File: config.mk
export PLATFORM = sky130hd
export DESIGN_NAME = mb_deser
export DESIGN_NICKNAME = d
export VERILOG_FILES = /design/src/rtl/mb_pkg.sv /design/src/rtl/mb_stream_join.sv /design/src/rtl/mb_deser.sv
export SDC_FILE = /design/constraint.sdc
export NUM_CORES = 1
export LEC_CHECK = 0
export ABC_AREA = 1
export CORE_ASPECT_RATIO = 0.6
export CORE_UTILIZATION = 55
export DETAILED_ROUTE_END_ITERATION = 6
export DONT_BUFFER_PORTS = 1
export GPL_ROUTABILITY_DRIVEN = 0
export PLACE_DENSITY = 0.73
export SKIP_LAST_GASP = 1
export SLEW_MARGIN = 40
export SYNTH_ARGS = -nofsm -noshare
export SYNTH_HDL_FRONTEND = slang
export SYNTH_HIERARCHICAL = 1
export SYNTH_SLANG_ARGS = --single-unit
File: constraint.sdc
create_clock -name clk -period 2.07 [get_ports clk]
set_clock_uncertainty 0.1 [all_clocks]
set_input_delay 0.5175 -clock clk [delete_from_list [all_inputs] [get_ports clk]]
set_output_delay 0.5175 -clock clk [all_outputs]
set_load 0.05 [all_outputs]
File: src/rtl/mb_pkg.sv
// Shared types and sizes for the macroblock deserializer.
// Latency: n/a (types and constants only).
// Backpressure: n/a.
package mb_pkg;

  localparam int N_COEF = 64;
  localparam int POS_W  = 6;
  localparam int SIZE_W = POS_W + 1;

  typedef logic [POS_W-1:0]  pos_t;
  typedef logic [SIZE_W-1:0] size_t;

  // Entry count at which the coefficient arrays are full.
  localparam size_t CNT_MAX = size_t'(N_COEF);

  // One joined FIFO entry: marker=1 closes the block and sign then means slice_end.
  typedef struct packed {
    logic sign;
    logic marker;
    pos_t pos;
  } mb_entry_t;

  typedef enum logic {
    COLLECT = 1'b0,
    EMIT    = 1'b1
  } mb_state_e;

endpackage

File: src/rtl/mb_stream_join.sv
// Joins the sign and pos FIFO heads into one valid/ready entry stream.
// Latency: combinational, zero cycles.
// Backpressure: both FIFOs pop together, only when both are non-empty and ent_rdy_i is high.
module mb_stream_join
  import mb_pkg::*;
(
  input  logic           sign_i,
  input  logic           sign_empty_i,
  input  logic [POS_W:0] pos_i,
  input  logic           pos_empty_i,
  input  logic           ent_rdy_i,
  output logic           ent_vld_o,
  output mb_entry_t      ent_dat_o,
  output logic           sign_rd_o,
  output logic           pos_rd_o
);

  logic pop;

  // An entry exists only when both halves are present; never pop one side alone.
  assign ent_vld_o = ~sign_empty_i & ~pos_empty_i;
  assign pop       = ent_vld_o & ent_rdy_i;
  assign sign_rd_o = pop;
  assign pos_rd_o  = pop;

  assign ent_dat_o = '{sign: sign_i, marker: pos_i[POS_W], pos: pos_i[POS_W-1:0]};

endmodule

File: src/rtl/mb_deser.sv
// Rebuilds one parallel macroblock from the paired sign/pos FIFO stream.
// Latency: marker popped on edge N gives mb_wr in cycle N+1 (one idle cycle between blocks).
// Backpressure: mb_afull stalls in EMIT holding all outputs; no FIFO pops while stalled.
// Optional MB_DESER_ERR_EN adds sticky err_ovf (overflow drop / marker while block unwritten).
module mb_deser
  import mb_pkg::*;
(
  input  logic                          clk,
  input  logic                          rst,
  input  logic                          clk_en,
  input  logic                          sign_in,
  input  logic                          sign_empty,
  output logic                          sign_rd,
  input  logic [POS_W:0]                pos_in,
  input  logic                          pos_empty,
  output logic                          pos_rd,
  input  logic                          mb_afull,
  output logic                          mb_wr,
  output logic [0:N_COEF-1]             sign_out,
  output logic [0:N_COEF-1][POS_W-1:0]  pos_out,
  output logic [SIZE_W-1:0]             size_out,
  output logic                          slice_end_out
`ifdef MB_DESER_ERR_EN
  ,
  output logic                          err_ovf
`endif
);

  mb_state_e state_q, state_d;
  size_t     cnt_q, cnt_d;
  size_t     size_q, size_d;
  logic      slice_end_q, slice_end_d;

  logic [0:N_COEF-1]            sign_q;
  logic [0:N_COEF-1][POS_W-1:0] pos_q;

  logic      ent_rdy;
  logic      ent_vld;
  logic      ent_pop;
  mb_entry_t ent;
  logic      ent_wr;
  logic      arr_clr;
  pos_t      wr_idx;

  // Pops are suppressed during reset so the FIFOs keep their contents.
  assign ent_rdy = clk_en & ~rst & (state_q == COLLECT);
  assign ent_pop = ent_vld & ent_rdy;
  assign wr_idx  = cnt_q[POS_W-1:0];

  mb_stream_join u_join (
    .sign_i       (sign_in),
    .sign_empty_i (sign_empty),
    .pos_i        (pos_in),
    .pos_empty_i  (pos_empty),
    .ent_rdy_i    (ent_rdy),
    .ent_vld_o    (ent_vld),
    .ent_dat_o    (ent),
    .sign_rd_o    (sign_rd),
    .pos_rd_o     (pos_rd)
  );

  // Next-state: collect entries until a marker, then emit once the buffer has room.
  always_comb begin
    state_d     = state_q;
    cnt_d       = cnt_q;
    size_d      = size_q;
    slice_end_d = slice_end_q;
    ent_wr      = 1'b0;
    arr_clr     = 1'b0;
    mb_wr       = 1'b0;
    case (state_q)
      COLLECT: begin
        if (ent_pop) begin
          if (ent.marker) begin
            size_d      = cnt_q;
            slice_end_d = ent.sign;
            state_d     = EMIT;
          end else if (cnt_q != CNT_MAX) begin
            // Entries past N_COEF are consumed but not stored; cnt saturates.
            ent_wr = 1'b1;
            cnt_d  = cnt_q + size_t'(1);
          end
        end
      end
      EMIT: begin
        if (clk_en && !mb_afull && !rst) begin
          mb_wr   = 1'b1;
          arr_clr = 1'b1;
          cnt_d   = '0;
          state_d = COLLECT;
        end
      end
      default: state_d = COLLECT;
    endcase
  end

  // Control registers: state, entry count, latched size and slice_end.
  always_ff @(posedge clk) begin
    if (rst) begin
      state_q     <= COLLECT;
      cnt_q       <= '0;
      size_q      <= '0;
      slice_end_q <= 1'b0;
    end else begin
      state_q     <= state_d;
      cnt_q       <= cnt_d;
      size_q      <= size_d;
      slice_end_q <= slice_end_d;
    end
  end

  // Coefficient arrays: clear after each written block so unused slots read 0.
  always_ff @(posedge clk) begin
    if (rst || arr_clr) begin
      sign_q <= '0;
      pos_q  <= '0;
    end else if (ent_wr) begin
      sign_q[wr_idx] <= ent.sign;
      pos_q[wr_idx]  <= ent.pos;
    end
  end

  assign sign_out      = sign_q;
  assign pos_out       = pos_q;
  assign size_out      = size_q;
  assign slice_end_out = slice_end_q;

`ifdef MB_DESER_ERR_EN
  logic err_ovf_q;
  logic ovf_drop;
  logic mkr_in_emit;

  assign ovf_drop    = ent_pop & ~ent.marker & (cnt_q == CNT_MAX);
  assign mkr_in_emit = ent_pop & ent.marker & (state_q == EMIT);

  // Sticky error flag, cleared only by reset.
  always_ff @(posedge clk) begin
    if (rst) begin
      err_ovf_q <= 1'b0;
    end else if (ovf_drop || mkr_in_emit) begin
      err_ovf_q <= 1'b1;
    end
  end

  // A pop while in EMIT would mean the gating above is broken.
  always_ff @(posedge clk) begin
    if (!rst) begin
      assert (!mkr_in_emit);
    end
  end

  assign err_ovf = err_ovf_q;
`endif

endmodule

* Word-level counts from Yosys, hierarchy flattened *
Index checks and enable logic that the tools add are counted.

storage, ports and cells
  output and inout port bits = 459
  input port bits = 14
  register bits = 464
  word-level logic and storage cells = 115

cells by class
  $add $sub $neg = 1
  equality and inequality tests = 5
  bitwise operators = 9
  order comparisons = 2
  reduce and logical (&&, ||, !) cells = 8
  muxes and demuxes = 21

operator list
  cell                                                        count
  bitwise mux 384 bit                                         1
  bitwise mux 64 bit                                          1
  demux 6 bit (select 6 bit)                                  1
  2-to-1 mux 7 bit                                            4
  one-hot mux 7 bit (2 select lines)                          1
  2-to-1 mux 1 bit                                            10
  adder 7 x 1 -> 7 bit, second input constant                 1
  >= comparator 7 bit, second input constant                  1
  less-than comparator 7 x 1 -> 1 bit, second input constant  1
  != test 7 bit, second input constant                        1
  NOT 6 -> 7 bit                                              1
  demux 1 bit (select 6 bit)                                  1
  2-to-1 mux 6 bit                                            1
  bitwise AND 1 bit                                           4
  != test 2 x 1 -> 1 bit, second input constant               2
  != test 2 bit, second input constant                        2
  NOT 1 bit                                                   4
  AND reduction 4 bit                                         1
  logical AND 1 bit                                           3
  AND reduction 3 bit                                         1
  zero test 1 bit                                             2
  one-hot mux 1 bit (2 select lines)                          1
  logical OR 1 bit                                            1

* Depth between registers and ports, before layout *
  depth in word-level cells = 6
  mapped depth = 11
  depth with buffers taken out = 9

* Hierarchy *
The synthesis kept the hierarchy.

modules (own cells, without submodules)
  module          seq. area each (sq um)  area each (sq um)  cells each  times used
  mb_deser        9288.9                  18412.7            2344        1
  mb_stream_join  0.0                     95.1               15          1

* Worst setup path after synthesis *
No wires, ideal clock.

  path kind = input port to output port
  from = input port rst
  to = output port sign_rd
  required time = 1.452 ns
  buffers on the path = 1
  path slack = -0.136 ns
  data arrival time = 1.588 ns
  cell stages on the path = 6
  cell sequence = inv_2 nand3_1 inv_1 inv_1 nor2_2 buf_4

on the way
  longest elaborated chain between the ends = 4

ends and longest elaborated chain
  what                            line                  RTL
  from (decl)                     mb_deser.sv:9         input logic rst,
  NOT 1 bit                       mb_deser.sv:46        assign ent_rdy = clk_en & ~rst & (state_q == COLLECT);
  bitwise AND 1 bit (2 in a row)  mb_deser.sv:46
  net ent_rdy                     mb_deser.sv:37        logic ent_rdy;
  bitwise AND 1 bit               mb_stream_join.sv:22  assign pop = ent_vld_o & ent_rdy_i;
  to (decl)                       mb_deser.sv:13        output logic sign_rd,

The timed path passes the listed nets, and every way through them passes these cells.

* Final worst setup path *
  from = register state_q
  to = output port mb_wr

on the way
  longest elaborated chain between the ends = 1

ends and longest elaborated chain
  what                    line             RTL
  from (decl)             mb_deser.sv:29   mb_state_e state_q, state_d;
  from (signal assigned)  mb_deser.sv:105  state_q <= state_d;
  2-to-1 mux 1 bit        mb_deser.sv:71   case (state_q)
  to (decl)               mb_deser.sv:18   output logic mb_wr,

No other way between the ends.

==> impl_results.md <==
* Syn Nets at between 2,000 and 2,500
* Sequential-to-total area share from yosys stat at between 50 and 60%
* CP Class: reg2out
* Overall routed net length at ~64,000 um
* Mux cell area share after synthesis at 0%
* WP data arrival at between 1000 and 1500 ps
* Largest net degree at the start of global routing at about 100
* Crit path launch type: flop
* Global-route wire length before repair at roughly 96,000 um
* Hold Path Origin: pos_in[6]
* Largest family of logic cells by synthesized area: simple AND/OR/NAND/NOR gates
* Top cells by count, synth: nand2_1, dfxtp_1, nand4_1
* Clock buffer depth at 3
* Synth Register Bits at 464
* Placed inst area at between 15,000 and 20,000 um2
* Root buffer cell: clkbuf_16
* Layout cells sized above 1 at between 10% and 20%
* Post-synthesis adder-cell area fraction at 0.1352%
* Die Footprint at roughly 34,000 um2
* Syn Inst Count at approximately 2,400
* Max Freq at 489.7 MHz
* Vias per Instance at roughly 6.4
* # H-tree levels at 2
* Final net count at ~2,400
* Number of flops mapped to enable cells by yosys at 0
* Wire per inst at about 22 um
* Launch point of the worst path: state_q$_SDFF_PP0_
* Final setup vio count at 0
* Synth area leader: dfxtp_1
* DR vias at between 15,000 and 20,000
* Relative slew slack at 54.35%
* I/O pin total at roughly 470
* Worst hold path type: in2reg
* Fin crit period at roughly 2000 ps
* Area added between synthesis and finish at 15.77%
* Status: finished, final reports clean
* # fillers at 2,716
* Worst VDD drop at about 0.67 mV
* Compound-cell area share of the yosys netlist at a little over a tenth
* CTS tree: built
* TritonRoute pass-1 iters at 6
* Crit Path Max Fanout at 4
* Netlist cell types at 24
* Antenna Violating Nets Remaining at 0
* Syn avg cell area at roughly 7.8 um2
* Vias in the first global route at 16,290
* Initial Util at between 50% and 60%
* Die X at around 240 um
* Worst Setup End Kind: output pin
* Row cnt at between 50 and 60
* Async S/R FF share, synth at 0%
* Clock transition at path regs at about 60 ps
* Diodes inserted at 0
* Initial DRC Count at ~2,100
* Synth area leaders: dfxtp_1, nand4_1, a21oi_1
* Fin crit share at a little under 100%
* Simple-Gate Fraction of Synth Area at about a third
* CTS Sinks at 464
* Slew Limit Fails at 0
* All-Layer GR Usage at roughly a third
* Most common cell in the netlist: nand2_1
* Top cell type's share of synthesized area at approximately 50%
* Fin area at approximately 21,000 um2
* Max cap viols at 0
* Post-Synth XOR/XNOR Area at 0%
* Port bufs at 0
* Remaining DRCs at 0
* Final hold vios at 0
* Slew at the pin closest to its max-slew limit at about 700 ps
* Die height at about 140 um
* Yosys warns at 6
* Worst-skew pair later-pin latency at between 500 and 600 ps
* Most common flop cell mapped by yosys: dfxtp_1
* Reg-to-Reg Start: cnt_q[0]$_SDFFE_PP0P_
* CTS buffer count at 42
* Gr ovfl total at 0
* CP Data Required Time at 1450 ps
* Initial antenna violation count at 1
* DP Wirelength at ~41,000 um
* Core area at between 30,000 and 40,000 um2
* Final setup TNS at 0 ps
* Worst hold margin at roughly 40 ps
* Pwr Density at roughly 830 nW/um2
* Leakage power at around 7 nW
* RSZ-0062 raised after global routing: yes
* Cell Area, Synth at around 19,000 um2
==> report_power, final <==
part	leakage, nW	switching [mW]	internal [mW]	total, mW
clock	0.699	3.37	4.84	8.21
sequential	3.74	0.00996	8.93	8.94
combinational	2.45	0.478	0.176	0.655
total	6.89	3.86	13.9	17.8
==> final timing paths <==
kind	to	slack, ps	cells after the start
setup / recovery	mb_wr	30	4
hold / removal	size_out[1]$_SDFFE_PP0P_	40	2
setup reg to reg	pos_out[238]$_SDFFE_PP0P_	40	10
hold reg to reg	state_q$_SDFF_PP0_	410	2
==> cell families after synthesis <==
kind of cell    Yosys count
flops                   464
buf+inv                 257
compound gates          400
fa+ha+maj                 2
simple gates           1236
==> cell usage in the layout, fill, tap and decap left out, drive strengths merged, types with 3 or more instances in the layout <==
cell / synthesis / routed
buf: 92 / 179
nand2: 477 / 477
bufinv: 0 / 6
nand4: 451 / 451
dfxtp: 464 / 464
nand3: 84 / 84
a21oi: 395 / 395
inv: 32 / 32
clkinv: 7 / 11
clkbuf: 126 / 60
nor2: 224 / 224
o21bai: 3 / 3
==> flip-flops by register name, summed over array words and instances (netlist names) <==
register	flops
cnt_q	7
pos_out	384
sign_out	64
size_out	7
slice_end_out	1
state_q	1
==> stage by stage <==
step                utilization [%]  total power [mW]  setup WS (ps)  cells
floorplan                         -             9.659          44.78   2359
global placement              60.31             9.747         -82.80   2767
detailed placement            60.31             9.756         -113.8   2767
CTS                           64.81             17.83         -3.989   2842
global route                  65.33             18.29         -76.03   2842
finish                        65.33             17.80          27.90   2842
==> timing repair <==
| item | 4_1_cts | 5_1_grt |
|---|---|---|
| setup buffers | 3 | 0 |
| pin swaps | 2 | 2 |
| gates cloned | 0 | 0 |
| gates resized for setup | 4 | 41 |
| setup endpoints to repair | 7 | 252 |
| hold endpoints to repair | 13 | 0 |
| hold buffers | 1 | 0 |
==> layer usage <==
layer	global-route usage (%)	vias to the layer above	share of wire, %
met1	46.60	8617	40
met3	10.27	203	12
met5	0	-	0.020
met2	53.90	1085	44
li1	-	8359	-
met4	13.29	2	3.9
==> critical path: stages (launching register included) <==
cell,delay (ps)
dfxtp_4,360
buf_4,110
nand4_2,170
inv_2,90
buf_6,150
==> final cells by class <==
type                       instances  area, um2  share of cell area (%)
clock buffer                      60       1220                   5.693
clock inverter                    11      211.5                  0.9869
sequential                       464       9293                   43.37
inverter                          39      156.4                  0.7299
multi-input combinational       1638       8294                   38.71
timing repair buffer             180       1689                   7.883
tap                              450      563.0                   2.628
Power figures use the tool's default switching activity.
